### src/rtl/wave_synth_dds.sv
// Phase-accumulator waveform synthesiser (sine via external BRAM, square, triangle, sawtooth).
// Optional output amplitude scaling stage is enabled by defining WAVE_AMP_SCALE_EN.
module wave_synth_dds #(
  parameter int unsigned DATA_W  = 8,
  parameter int unsigned PHASE_W = 16,
  parameter int unsigned SIN_AW  = 8
) (
  input  logic               clk,
  input  logic               rst,
  input  logic               en,
  input  logic [1:0]         sel,
  input  logic [PHASE_W-1:0] ftw,
  input  logic [DATA_W-1:0]  duty,
  input  logic [DATA_W-1:0]  amp,
  output logic [SIN_AW-1:0]  sin_addr,
  input  logic [DATA_W-1:0]  sin_data,
  output logic [DATA_W-1:0]  wave_out,
  output logic               out_valid,
  output logic               wrap
);

  typedef enum logic [1:0] {
    M_SINE   = 2'b00,
    M_SQUARE = 2'b01,
    M_TRI    = 2'b10,
    M_SAW    = 2'b11
  } mode_e;

  localparam int unsigned TOP = PHASE_W - 1;

  logic [PHASE_W-1:0] phase_q, phase_d;
  logic               carry;
  logic               step_wrap;
  logic               wrap_q;
  mode_e              pend_q, act_q, m1_q;
  logic [DATA_W-1:0]  p1_q;
  logic               sq1_q, v1_q;
  logic [DATA_W-1:0]  wave_q, wave_d;
  logic               v2_q;
  logic [DATA_W-1:0]  tri_q;

  assign {carry, phase_d} = {1'b0, phase_q} + {1'b0, ftw};
  assign step_wrap        = en & carry;

  // The square comparison is resolved in stage 1 so a new duty applies to the very next step.
  always_ff @(posedge clk or posedge rst) begin
    if (rst) begin
      phase_q <= '0;
      wrap_q  <= 1'b0;
      pend_q  <= M_SINE;
      act_q   <= M_SINE;
      p1_q    <= '0;
      m1_q    <= M_SINE;
      sq1_q   <= 1'b0;
      v1_q    <= 1'b0;
      wave_q  <= '0;
      v2_q    <= 1'b0;
    end else begin
      wrap_q <= step_wrap;
      if (en) phase_q <= phase_d;
      pend_q <= mode_e'(sel);
      if (!en || step_wrap) act_q <= pend_q;
      v1_q <= en;
      if (en) begin
        p1_q  <= phase_q[TOP -: DATA_W];
        m1_q  <= act_q;
        sq1_q <= (phase_q[TOP -: DATA_W] < duty);
      end
      v2_q <= v1_q;
      if (v1_q) wave_q <= wave_d;
    end
  end

  assign tri_q = {p1_q[DATA_W-2:0], 1'b0};

  always_comb begin
    wave_d = '0;
    case (m1_q)
      M_SINE:   wave_d = sin_data;
      M_SQUARE: wave_d = sq1_q ? '1 : '0;
      M_TRI:    wave_d = p1_q[DATA_W-1] ? ~tri_q : tri_q;
      M_SAW:    wave_d = p1_q;
      default:  wave_d = '0;
    endcase
  end

  assign sin_addr = phase_q[TOP -: SIN_AW];
  assign wrap     = wrap_q;

`ifdef WAVE_AMP_SCALE_EN
  logic [2*DATA_W-1:0] prod;
  logic [DATA_W-1:0]   wave3_q;
  logic                v3_q;

  assign prod = {{DATA_W{1'b0}}, wave_q} * {{DATA_W{1'b0}}, amp};

  always_ff @(posedge clk or posedge rst) begin
    if (rst) begin
      wave3_q <= '0;
      v3_q    <= 1'b0;
    end else begin
      v3_q <= v2_q;
      if (v2_q) wave3_q <= prod[2*DATA_W-1 -: DATA_W];
    end
  end

  assign wave_out  = wave3_q;
  assign out_valid = v3_q;
`else
  logic unused_amp;
  assign unused_amp = ^amp;
  assign wave_out   = wave_q;
  assign out_valid  = v2_q;
`endif

endmodule
### config.mk
export PLATFORM = sky130hd
export DESIGN_NAME = wave_synth_dds
export DESIGN_NICKNAME = d
export VERILOG_FILES = /design/src/rtl/wave_synth_dds.sv
export SDC_FILE = /design/constraint.sdc
export NUM_CORES = 1
export LEC_CHECK = 0
export BUFFER_PORTS_ARGS = -buffer_cell sky130_fd_sc_hd__buf_2
export CORE_MARGIN = 2
export CORE_UTILIZATION = 59
export DETAILED_ROUTE_END_ITERATION = 8
export GPL_TIMING_DRIVEN = 0
export PLACE_DENSITY = 0.91
export SLEW_MARGIN = 20
export SYNTH_ARGS = -nofsm -noshare
export SYNTH_HDL_FRONTEND = slang
export SYNTH_SLANG_ARGS = --single-unit
export TNS_END_PERCENT = 20
### constraint.sdc
create_clock -name clk -period 5.8 [get_ports clk]
set_input_delay 0.58 -clock clk [delete_from_list [all_inputs] [get_ports clk]]
set_output_delay 0.58 -clock clk [all_outputs]
set_load 0.02 [all_outputs]
==> results of run 1 <==
synthesized netlist by cell type, types with 2 or more instances:
library cell / n
sky130_fd_sc_hd__a211oi_1: 9
sky130_fd_sc_hd__a21o_1: 5
sky130_fd_sc_hd__a21o_2: 2
sky130_fd_sc_hd__a21oi_1: 20
sky130_fd_sc_hd__a31oi_1: 7
sky130_fd_sc_hd__buf_1: 2
sky130_fd_sc_hd__buf_4: 8
sky130_fd_sc_hd__clkbuf_1: 9
sky130_fd_sc_hd__dfrtp_1: 42
sky130_fd_sc_hd__ha_1: 23
sky130_fd_sc_hd__inv_1: 15
sky130_fd_sc_hd__mux2_2: 24
sky130_fd_sc_hd__nand2_1: 9
sky130_fd_sc_hd__nand2b_1: 9
sky130_fd_sc_hd__nand3_1: 3
sky130_fd_sc_hd__nand4_1: 3
sky130_fd_sc_hd__nor2_1: 28
sky130_fd_sc_hd__nor3_1: 3
sky130_fd_sc_hd__o211ai_1: 3
sky130_fd_sc_hd__o21a_1: 3
sky130_fd_sc_hd__o21ai_0: 15
sky130_fd_sc_hd__o21ai_2: 2
sky130_fd_sc_hd__o21bai_1: 3
sky130_fd_sc_hd__o31ai_1: 3
sky130_fd_sc_hd__xnor2_1: 13
sky130_fd_sc_hd__xor2_1: 4
cell type report:
class | instances | area, um^2 | area share [%]
multi-input cells | 208 | 1570 | 48.3
repair buffers | 55 | 290 | 8.92
flip-flops and latches | 42 | 1050 | 32.3
inverters | 15 | 56.3 | 1.73
clock inverters | 2 | 37.5 | 1.15
clock buffers | 6 | 72.6 | 2.23
plain buffers | 20 | 106 | 3.27
well taps | 54 | 67.6 | 2.08
metal layers:
layer,GRT usage (%),part of all wire [%]
met1,31.4,42
met2,42.8,50
met3,3.45,4.7
met4,11.3,2.8
met5,0,0
final timing paths:
kind	startpoint	endpoint	slack, ns	cells past startpoint
max in group asynchronous	rst	pend_q[0]	5.16	3
min in group clk	v1_q	out_valid	0.39	0
setup reg to reg	phase_q[0]	phase_q[14]	3.30	8
setup / recovery	phase_q[0]	phase_q[14]	3.30	8
hold / removal	rst	phase_q[0]	0.20	2
hold reg to reg	v1_q	out_valid	0.39	0
registers in the layout, indices dropped and copies added (netlist names), 2 cells and up:
signal and cells:
act_q 2, wave_out 8, p1_q 8, m1_q 2, pend_q 2, phase_q 16
layout by cell type (no fill, tap or decap), drive strengths merged, types with 4 or more instances in the layout:
cell type  instances
a31oi              7
buf               65
a211oi            10
a21o               7
xor2               4
a21oi             21
nor2              28
inv               15
xnor2             13
nand2b             9
nand2              9
o21bai             4
mux2              24
clkbuf            16
o21ai             18
dfrtp             42
ha                23
power groups by stage:
stage	clock network, uW	registers [uW]	logic (uW)
floorplan	0	554	852
global placement	0	537	1060
detailed placement	0	546	1110
CTS	233	542	1130
global route	242	566	1250
finish	230	544	1130
cell families (layout without fill, tap and decap cells):
logic type      count (synthesis)  in the layout  synth area share [%]
buf+inv                        35             98                  5.83
compound gates                 84             84                  20.7
flops                          42             42                  37.7
fa+ha+maj                      24             24                  11.0
simple gates                   59             59                  9.69
mux                            24             24                  9.69
xor+xnor                       17             17                  5.34
metrics by stage:
stage | power, uW | worst slack [ns] | hold slack (ns) | area (um^2)
2_1_floorplan | 1410 | 3.27 | 0.352 | 2790
3_3_place_gp | 1600 | 3.07 | 0.356 | 3130
3_5_place_dp | 1660 | 3.04 | 0.372 | 3150
4_1_cts | 1900 | 3.30 | 0.201 | 3260
5_1_grt | 2060 | 3.15 | 0.224 | 3260
6_report | 1910 | 3.30 | 0.195 | 3260
==> load_flow_metrics.sql, run 1 <==
INSERT INTO impl_metrics (metric_group, metric, value, unit) VALUES
('drt', 'detailroute.via_count', '2337', ''),
('pwr', 'sequentialPowerShare', '28.5', '%'),
('clock_tree', 'post_cts_resized', '0', ''),
('synthesis', 'synth_flop_cell', 'sky130_fd_sc_hd__dfrtp_1', ''),
('clock_tree', 'cts.clk_slew.worst_paths', '0.08', 'ns'),
('final_layout', 'layout-drive-gt1-share', '30.7', '%'),
('flow_run', 'timing.max_cap.violations', '0', ''),
('final_layout', 'fillCellCount', '353', ''),
('die', 'chipHeight', '72.7', 'um'),
('worst_setup_path', 'cpMaxStageDelayCell', 'sky130_fd_sc_hd__fa_1', ''),
('worst_setup_path', 'cp_data_required_time', '5.99', 'ns'),
('placed_design', 'post-dp-hpwl', '4660', 'um'),
('die', 'fp-row-count', '25', ''),
('synthesis', 'netlist_top_cells_area', 'sky130_fd_sc_hd__dfrtp_1 38%, sky130_fd_sc_hd__ha_1 10%, sky130_fd_sc_hd__mux2_2 9.7%', ''),
('synthesis', 'synthCells', '285', ''),
('clock_tree', 'worstSkewPairLatency', '0.30', 'ns'),
('timing', 'finalWorstPathRequiredPeriod', '2.50', 'ns'),
('pwr', 'power.clock.fraction', '12.1', '%'),
('pwr', 'switching_portion_of_total_power', '43.1', '%'),
('synthesis', 'post_synth_num_cell_types', '44', ''),
('global_route', 'grt_first_pass_wirelength', '10400', 'um'),
('worst_setup_path', 'number_of_buffer_and_inverter_instances_along_the_worst_setup_path', '0', ''),
('drt', 'wl_per_cell', '15.4', 'um'),
('final_layout', 'post-route-util', '70.3', '%'),
('worst_setup_path', 'cp.arrival', '2.69', 'ns'),
('clock_tree', 'cts_tree', 'yes', ''),
('min_path', 'path_class_of_the_lowest_slack_min_delay_path', 'primary input to async pin', ''),
('synthesis', 'yosys_warnings', '0', ''),
('global_route', 'globalRouteTotalUtil', '25.0', '%'),
('drt', 'route.detailed.vias_per_inst', '5.81', ''),
('synthesis', 'synth_area_leader_cell', 'sky130_fd_sc_hd__dfrtp_1', ''),
('final_layout', 'diodes_inserted', '0', ''),
('die', 'boundary_pin_count', '63', ''),
('timing', 'timing_worst_slew_pin_value', '0.604', 'ns'),
('drt', 'ant_nets', '0', ''),
('placed_design', 'gpl_congestion', '0.916', ''),
('drt', 'post-route-drc-count', '0', ''),
('status', 'run_status', 'finished, final reports clean', ''),
('pwr', 'part_of_the_power_in_combinational_logic', '59.4', '%'),
('clock_tree', 'clockRootBuffer', 'sky130_fd_sc_hd__clkbuf_8', ''),
('die', 'fp.dieArea', '0.00529', 'mm^2'),
('timing', 'skew', '0.00943', 'ns'),
('synthesis', 'synth_enable_flop_cells', '0', ''),
('clock_tree', 'cts_setup_buffers', '0', ''),
('global_route', 'number_of_global_route_vias_before_repair', '2261', ''),
('final_layout', 'syn_to_final_growth', '16.8', '%'),
('placed_design', 'placed_cells', '394', ''),
('pwr', 'max-vdd-ir-drop', '0.000314', 'V'),
('pwr', 'p_int', '1090', 'uW'),
('clock_tree', 'numClockSinks', '42', ''),
('worst_setup_path', 'crit_path_cell_trace', 'ha_1 -> fa_1 -> a211oi_2 -> o21bai_2 -> a21oi_4 -> o21ai_2 -> a311o_1 -> a31o_1', ''),
('clock_tree', 'cts-root-to-sink-buffers', '2', ''),
('worst_setup_path', 'start_kind', 'flip-flop', ''),
('timing', 'slew_violations', '0', ''),
('synthesis', 'synth_seq_cells', '42', ''),
('worst_setup_path', 'timing.critical_path.fanout_max', '4', ''),
('worst_setup_path', 'crit_family', 'compound AO/OA/AOI/OAI gates', ''),
('global_route', 'grt_remaining_overflow', '0', ''),
('timing', 'fin_setup_tns', '0', 'ns'),
('synthesis', 'synth.top_cell.area_share', '37.7', '%'),
('die', 'die_w', '72.7', 'um'),
('worst_setup_path', 'kind_of_critical_path', 'flip-flop to flip-flop', ''),
('timing', 'timing.slew.headroom', '59.7', '%'),
('synthesis', 'postSynthNetCount', '354', ''),
('global_route', 'grt_max_degree', '34', ''),
('timing', 'fmaxAchievable', '400', 'MHz'),
('pwr', 'total_switching_power', '823', 'uW'),
('final_layout', 'final-instance-count-excl-fill', '402', ''),
('worst_setup_path', 'slowest_stage_delay_cp', '0.45', 'ns'),
('timing', 'hold_viol', '0', ''),
('pwr', 'leakage_power_total', '0.00152', 'uW');
(Power assumes the default switching activity.)
==> run 2: changes to the inputs <==
Settings changed: ABC_AREA from default to 1, CORE_UTILIZATION 59 to 50, PLACE_DENSITY 0.91 to 0.82.
Clock period 5.8 ns to 2 ns, I/O delays scaled along.
==> run 2 against run 1 <==
Power grew to 2.6 times the previous value; synthesized cell count is 42% higher; first-iteration DRC count is 17% higher; via count is 18% higher; critical path type unchanged.
==> load_flow_metrics.sql, run 2 <==
INSERT INTO impl_metrics (metric_group, metric, value, unit) VALUES
('status', 'run_status', 'finished, final reports clean', ''),
('synthesis', 'synth_simple_gate_area_share', '26.9', '%'),
('final_layout', 'layout-drive-gt1-share', '18.4', '%'),
('pwr', 'max-vdd-ir-drop', '0.000610', 'V'),
('placed_design', 'placed_cells', '533', ''),
('timing', 'timing.slew.headroom', '74.1', '%'),
('synthesis', 'netlist_top_cells_area', 'sky130_fd_sc_hd__dfrtp_1 36%, sky130_fd_sc_hd__nand2_1 17%, sky130_fd_sc_hd__ha_1 9.9%', ''),
('clock_tree', 'cts.clk_slew.worst_paths', '0.09', 'ns'),
('synthesis', 'most_common_cell_in_the_synthesized_netlist', 'sky130_fd_sc_hd__nand2_1', ''),
('timing', 'skew', '0.00967', 'ns'),
('worst_setup_path', 'kind_of_critical_path', 'flip-flop to flip-flop', ''),
('final_layout', 'mostFrequentLayoutCell', 'sky130_fd_sc_hd__nand2_1', ''),
('drt', 'ant_nets', '0', ''),
('synthesis', 'syn-cell-area', '0.00291', 'mm^2'),
('synthesis', 'synth.cells.most_frequent', '132 x sky130_fd_sc_hd__nand2_1, 67 x sky130_fd_sc_hd__inv_1, 42 x sky130_fd_sc_hd__dfrtp_1, 31 x sky130_fd_sc_hd__o21ai_0, 24 x sky130_fd_sc_hd__nand3_1', ''),
('drt', 'route.detailed.vias_per_inst', '5.07', ''),
('worst_setup_path', 'cp.arrival', '2.05', 'ns'),
('pwr', 'leakage_power_total', '0.00197', 'uW'),
('die', 'design.core.area', '0.00557', 'mm^2'),
('final_layout', 'top_register', 'phase_q', ''),
('timing', 'min_period_over_period', '92.3', '%'),
('flow_run', 'timing.max_cap.violations', '0', ''),
('global_route', 'grt_max_degree', '35', ''),
('min_path', 'path_class_of_the_lowest_slack_min_delay_path', 'primary input to flip-flop', ''),
('drt', 'drt_pass1_iterations', '5', ''),
('global_route', 'grt_remaining_overflow', '0', ''),
('timing', 'timing_worst_slew_pin_value', '0.389', 'ns'),
('synthesis', 'synth-xor-area-share', '1.20', '%'),
('synthesis', 'synth-async-reset-ratio', '100', '%'),
('timing', 'postLayoutSetupSlackWorst', '0.154', 'ns'),
('min_path', 'worst_hold_startpoint', 'en', ''),
('drt', 'detailroute.via_count', '2760', ''),
('final_layout', 'final_stage_net_count', '540', ''),
('final_layout', 'mostFrequentLayoutCells', '132 x sky130_fd_sc_hd__nand2_1, 66 x sky130_fd_sc_hd__inv_1, 60 x sky130_fd_sc_hd__buf_2, 42 x sky130_fd_sc_hd__dfrtp_1, 31 x sky130_fd_sc_hd__o21ai_0', ''),
('synthesis', 'synth.top_cell.area_share', '36.1', '%'),
('timing', 'finalWorstPathRequiredPeriod', '1.85', 'ns'),
('timing', 'fmaxAchievable', '542', 'MHz'),
('worst_setup_path', 'start_kind', 'flip-flop', ''),
('placed_design', 'buffer_ports.inserted', '54', ''),
('pwr', 'power_density', '1450', 'mW/mm^2'),
('drt', 'initialDrtViolationCount', '175', ''),
('synthesis', 'synth_seq_area_share', '36.1', '%'),
('final_layout', 'final-instance-count-excl-fill', '544', ''),
('synthesis', 'synth_top_family_by_area', 'simple AND/OR/NAND/NOR gates', ''),
('worst_setup_path', 'timing.reg2reg.worst_path_depth', '10', ''),
('pwr', 'power.total', '4970', 'uW'),
('clock_tree', 'numClockSinks', '42', ''),
('synthesis', 'post_synth_num_cell_types', '30', ''),
('die', 'fp.dieArea', '0.00645', 'mm^2'),
('die', 'starting_density_of_the_core', '52.2', '%'),
('synthesis', 'synth_seq_cells', '42', ''),
('global_route', 'number_of_global_route_vias_before_repair', '2508', ''),
('synthesis', 'synth_enable_flop_cells', '0', ''),
('placed_design', 'gpl_congestion', '0.961', ''),
('worst_setup_path', 'timing.critical_path.fanout_max', '4', ''),
('final_layout', 'syn_to_final_growth', '18.0', '%'),
('synthesis', 'synthCells', '406', ''),
('placed_design', 'post-place-ws', '0.165', 'ns'),
('global_route', 'globalRouteTotalUtil', '22.9', '%'),
('timing', 'slew_violations', '0', ''),
('worst_setup_path', 'cp_data_required_time', '2.21', 'ns'),
('final_layout', 'fillCellCount', '525', ''),
('timing', 'timing.final.setup_violations', '0', ''),
('clock_tree', 'htreeDepth', '2', ''),
('worst_setup_path', 'startpoint', 'phase_q[0]', ''),
('clock_tree', 'clockRootBuffer', 'sky130_fd_sc_hd__clkbuf_8', ''),
('worst_setup_path', 'reg2reg_from', 'phase_q[0]', ''),
('synthesis', 'yosys_warnings', '0', ''),
('synthesis', 'synth_flop_cell', 'sky130_fd_sc_hd__dfrtp_1', ''),
('placed_design', 'post-dp-hpwl', '5370', 'um'),
('synthesis', 'syn_area_per_cell', '7.17', 'um^2'),
('drt', 'post-route-drc-count', '0', ''),
('timing', 'grt_setup_unrepaired', 'no', ''),
('clock_tree', 'worstSkewPairLatency', '0.31', 'ns'),
('global_route', 'grt_first_pass_wirelength', '11400', 'um'),
('final_layout', 'flip_flop_count_of_the_largest_register_all_copies_and_words_added', '16', ''),
('synthesis', 'postSynthNetCount', '475', ''),
('synthesis', 'yosys-mux-area-fraction', '0', '%'),
('global_route', 'antenna_found_initial', '0', ''),
('final_layout', 'diodes_inserted', '0', ''),
('timing', 'hold_viol', '0', ''),
('clock_tree', 'cts_bufs_inserted', '5', ''),
('clock_tree', 'post_cts_resized', '0', ''),
('die', 'chipHeight', '80.3', 'um'),
('die', 'fp-row-count', '27', ''),
('drt', 'route.final.wire_length', '6890', 'um'),
('final_layout', 'post-route-util', '61.6', '%'),
('worst_setup_path', 'r2r_setup_slk', '0.15', 'ns'),
('synthesis', 'synth-compound-area-share', '12.9', '%'),
('die', 'die_w', '80.3', 'um'),
('worst_setup_path', 'crit_path_end_kind', 'flip-flop', ''),
('clock_tree', 'cts_tree', 'yes', ''),
('timing', 'fin_setup_tns', '0', 'ns'),
('synthesis', 'synth_area_leader_cell', 'sky130_fd_sc_hd__dfrtp_1', ''),
('worst_setup_path', 'critical_path.reg2reg.endpoint', 'phase_q[14]', ''),
('clock_tree', 'cts_setup_buffers', '0', ''),
('die', 'boundary_pin_count', '63', ''),
('clock_tree', 'cts-root-to-sink-buffers', '2', ''),
('worst_setup_path', 'cp-endpoint', 'phase_q[14]', ''),
('drt', 'wl_per_cell', '12.7', 'um'),
('synthesis', 'synthAdderAreaFrac', '10.6', '%');
[run 2: cell count changes after synthesis, sizes merged, moves of 5 or more]
| cell | delta |
|---|---|
| a21o | -7 |
| nand3 | +24 |
| mux2 | -24 |
| nand2b | -9 |
| a31oi | -7 |
| a211oi | -10 |
| nor2 | -14 |
| o21ai | +14 |
| inv | +52 |
| clkbuf | -8 |
| buf | +5 |
| nand2 | +124 |
| xnor2 | -9 |
[run 2: worst min-delay path by stage]
stage            endpoint  slack [ns]  depth (start not counted)
4_1_cts              v1_q       0.007                          1
3_5_place_dp   phase_q[0]        0.13                          2
5_1_grt              v1_q       0.006                          1
6_report             v1_q       0.009                          1
2_1_floorplan   pend_q[0]        0.23                          0
3_3_place_gp    pend_q[0]        0.31                          1
[run 2: final cells by class]
type / count / area (um^2) / area share (%)
clock inverter: 3 / 43.8 / 1.28
sequential: 42 / 1050 / 30.6
clock buffer: 5 / 68.8 / 2.00
inverter: 67 / 251 / 7.33
timing repair buffer: 58 / 320 / 9.33
buffer: 17 / 105 / 3.06
tap: 72 / 90.1 / 2.62
multi-input combinational: 280 / 1500 / 43.8
[run 2: repair_timing]
item                                    4_1_cts  5_1_grt
endpoints found under the setup margin        0        0
endpoints found under the hold margin        10        0
hold buffers                                  3        0
[run 2: logic make-up (layout without fill, tap and decap cells)]
kind of cell / count (synthesis) / in the layout
AND/OR/NAND/NOR: 185 / 185
buffers and inverters: 84 / 150
AO/OA/AOI/OAI: 67 / 67
flip-flops: 42 / 42
adder cells (fa/ha/maj): 24 / 24
XOR/XNOR: 4 / 4
[run 2: power by group]
group	switching, uW	total, uW	internal [uW]
registers	273	1460	1190
clock network	325	699	374
logic	1710	2810	1100
total	2310	4970	2670
[run 2: worst max-delay path, cell delays in order (launching register included)]
cell	delay [ns]
sky130_fd_sc_hd__dfrtp_1	0.39
sky130_fd_sc_hd__ha_1	0.23
sky130_fd_sc_hd__fa_1	0.39
sky130_fd_sc_hd__nand2_1	0.10
sky130_fd_sc_hd__nand2_1	0.09
sky130_fd_sc_hd__nand3_1	0.08
sky130_fd_sc_hd__nand2_1	0.11
sky130_fd_sc_hd__nand2_1	0.12
sky130_fd_sc_hd__nand3_1	0.09
sky130_fd_sc_hd__nand3_1	0.10
sky130_fd_sc_hd__nand2_1	0.05
[run 2: stage by stage]
stage | hold slack [ns] | cell area, um^2
floorplan | 0.231 | 2910
global placement | 0.309 | 3270
detailed placement | 0.135 | 3290
CTS | 0.00718 | 3430
global route | 0.00556 | 3430
finish | 0.00945 | 3430
[run 2: per-layer routing]
metal  track usage, %  wire length [um]  share of wire [%]
met5                0                 0                  0
met4             6.10                74                1.1
met3             3.48               402                5.8
met2             37.1              3220                 47
met1             31.9              3200                 46
==> run 3: changes to the inputs <==
Settings changed: RECOVER_POWER from default to 25.
==> run 3 against run 2 <==
Clock power about the same; flip-flop and latch count unchanged; combinational power about the same; setup slack better by 0.0051 ns; die area unchanged; final cell count unchanged; global-route usage unchanged; critical path depth unchanged; worst hold slack better by 0.00078 ns; via count unchanged; design area down 0.47%; largest cell class unchanged; highest routed layer unchanged.
==> load_flow_metrics.sql, run 3 (same netlist as run 2, synthesis figures left out) <==
INSERT INTO impl_metrics (metric_group, metric, value, unit) VALUES
('status', 'run_status', 'finished, final reports clean', ''),
('clock_tree', 'numClockSinks', '42', ''),
('timing', 'timing.slew.headroom', '44.3', '%'),
('die', 'boundary_pin_count', '63', ''),
('die', 'fp-row-count', '27', ''),
('worst_setup_path', 'cpMostUsedCell', 'sky130_fd_sc_hd__nand2_1', ''),
('global_route', 'globalRouteTotalUtil', '22.9', '%'),
('pwr', 'leakage_power_total', '0.00196', 'uW'),
('timing', 'min_period_over_period', '92.0', '%'),
('global_route', 'grt_first_pass_wirelength', '11400', 'um'),
('flow_run', 'timing.max_cap.violations', '0', ''),
('final_layout', 'syn_to_final_growth', '17.4', '%'),
('worst_setup_path', 'cp.arrival', '2.05', 'ns'),
('timing', 'slew_violations', '0', ''),
('clock_tree', 'worstSkewPairLatency', '0.31', 'ns'),
('drt', 'route.final.wire_length', '6890', 'um'),
('timing', 'timing.final.setup_violations', '0', ''),
('drt', 'post-route-drc-count', '0', ''),
('worst_setup_path', 'crit_path_cell_trace', 'ha_1 -> fa_1 -> nand2_1 -> nand2_1 -> nand3_1 -> nand2_1 -> nand2_1 -> nand3_1 -> nand3_1 -> nand2_1', ''),
('timing', 'hold_viol', '0', ''),
('min_path', 'path_class_of_the_lowest_slack_min_delay_path', 'primary input to flip-flop', ''),
('worst_setup_path', 'cpMaxStageDelayCell', 'sky130_fd_sc_hd__dfrtp_1', ''),
('worst_setup_path', 'cp_data_required_time', '2.21', 'ns'),
('timing', 'fmaxAchievable', '543', 'MHz'),
('final_layout', 'final_stage_net_count', '540', ''),
('die', 'fp.dieArea', '0.00645', 'mm^2'),
('placed_design', 'gpl_congestion', '0.961', ''),
('die', 'design.core.area', '0.00557', 'mm^2'),
('drt', 'ant_nets', '0', ''),
('drt', 'detailroute.via_count', '2760', ''),
('clock_tree', 'htreeDepth', '2', ''),
('final_layout', 'top_register', 'phase_q', ''),
('worst_setup_path', 'start_kind', 'flip-flop', ''),
('clock_tree', 'post_cts_resized', '0', ''),
('timing', 'finalWorstPathRequiredPeriod', '1.84', 'ns'),
('clock_tree', 'cts_tree', 'yes', ''),
('clock_tree', 'clockRootBuffer', 'sky130_fd_sc_hd__clkbuf_8', ''),
('final_layout', 'flip_flop_count_of_the_largest_register_all_copies_and_words_added', '16', ''),
('final_layout', 'mostFrequentLayoutCells', '132 x sky130_fd_sc_hd__nand2_1, 67 x sky130_fd_sc_hd__inv_1, 59 x sky130_fd_sc_hd__buf_2, 42 x sky130_fd_sc_hd__dfrtp_1, 31 x sky130_fd_sc_hd__o21ai_0', ''),
('clock_tree', 'cts-root-to-sink-buffers', '2', ''),
('final_layout', 'mostFrequentLayoutCell', 'sky130_fd_sc_hd__nand2_1', ''),
('worst_setup_path', 'kind_of_critical_path', 'flip-flop to flip-flop', ''),
('clock_tree', 'ctsHoldBuffers', '3', ''),
('timing', 'holdWs', '0.0102', 'ns'),
('drt', 'initialDrtViolationCount', '176', ''),
('placed_design', 'post-dp-hpwl', '5370', 'um'),
('pwr', 'max-vdd-ir-drop', '0.000610', 'V'),
('die', 'chipHeight', '80.3', 'um'),
('final_layout', 'diodes_inserted', '0', ''),
('global_route', 'grt_max_degree', '35', ''),
('worst_setup_path', 'timing.critical_path.fanout_max', '4', ''),
('worst_setup_path', 'crit_path_end_kind', 'flip-flop', ''),
('clock_tree', 'cts_setup_buffers', '0', ''),
('global_route', 'number_of_global_route_vias_before_repair', '2508', ''),
('drt', 'route.detailed.vias_per_inst', '5.07', ''),
('global_route', 'grt_remaining_overflow', '0', ''),
('worst_setup_path', 'slowest_stage_delay_cp', '0.39', 'ns'),
('die', 'die_w', '80.3', 'um'),
('placed_design', 'buffer_ports.inserted', '54', ''),
('final_layout', 'layout-drive-gt1-share', '18.0', '%'),
('final_layout', 'fillCellCount', '527', ''),
('die', 'starting_density_of_the_core', '52.2', '%'),
('timing', 'skew', '0.00972', 'ns'),
('drt', 'wl_per_cell', '12.7', 'um'),
('pwr', 'power_density', '1450', 'mW/mm^2'),
('timing', 'timing_worst_slew_pin_value', '0.835', 'ns'),
('timing', 'fin_setup_tns', '0', 'ns'),
('global_route', 'antenna_found_initial', '0', ''),
('drt', 'drt_pass1_iterations', '4', ''),
('timing', 'grt_setup_unrepaired', 'no', ''),
('clock_tree', 'cts_bufs_inserted', '5', ''),
('clock_tree', 'cts.clk_slew.worst_paths', '0.09', 'ns');
run 3: final cells by class:
class	instances	area, um^2	area share (%)
clock buffer	5	68.8	2.01
multi-input combinational	280	1500	44.0
clock inverter	3	43.8	1.28
sequential	42	1050	30.8
timing repair buffer	58	305	8.93
inverter	67	251	7.36
buffer	17	104	3.04
tap	72	90.1	2.64
run 3: worst max-delay path: cells and delay by family, from the launching register on:
kind | cells | cell delay, ns
simple gates | 8 | 0.73
flops | 1 | 0.39
fa+ha+maj | 2 | 0.62
run 3: through the flow:
| step | total power (uW) | std cells | setup slack, ns | area, um^2 | util [%] |
|---|---|---|---|---|---|
| global placement | 4120 | 532 | 0.186 | 3270 | 58.7 |
| detailed placement | 4260 | 533 | 0.165 | 3290 | 59.0 |
| global route | 5450 | 544 | 0.0101 | 3420 | 61.3 |
| finish | 4970 | 544 | 0.159 | 3420 | 61.3 |
| floorplan | 3550 | 406 | 0.324 | 2910 | - |
| CTS | 4970 | 544 | 0.154 | 3430 | 61.6 |
run 3: worst paths after layout:
path / endpoint / slack (ns) / from / cells past startpoint
max: phase_q[14] / 0.16 / phase_q[0] / 10
min: v1_q / 0.01 / en / 1
max reg2reg: phase_q[14] / 0.16 / phase_q[0] / 10
min reg2reg: act_q[1] / 0.45 / pend_q[1] / 2
max in group asynchronous: p1_q[5] / 0.49 / rst / 4
min in group asynchronous: phase_q[3] / 0.39 / rst / 3
run 3: power by group:
group	switching, uW	total [uW]	internal, uW
Clock	325	700	374
Sequential	273	1460	1190
Combinational	1710	2810	1100
Total	2300	4970	2660
run 3: routing by layer:
layer | GRT usage [%] | wire length, um | up-vias
met3 | 3.48 | 365 | 5
met1 | 31.9 | 3220 | 1258
met5 | 0 | 0 | -
met4 | 6.10 | 74 | 0
met2 | 37.1 | 3220 | 77
li1 | - | - | 1420
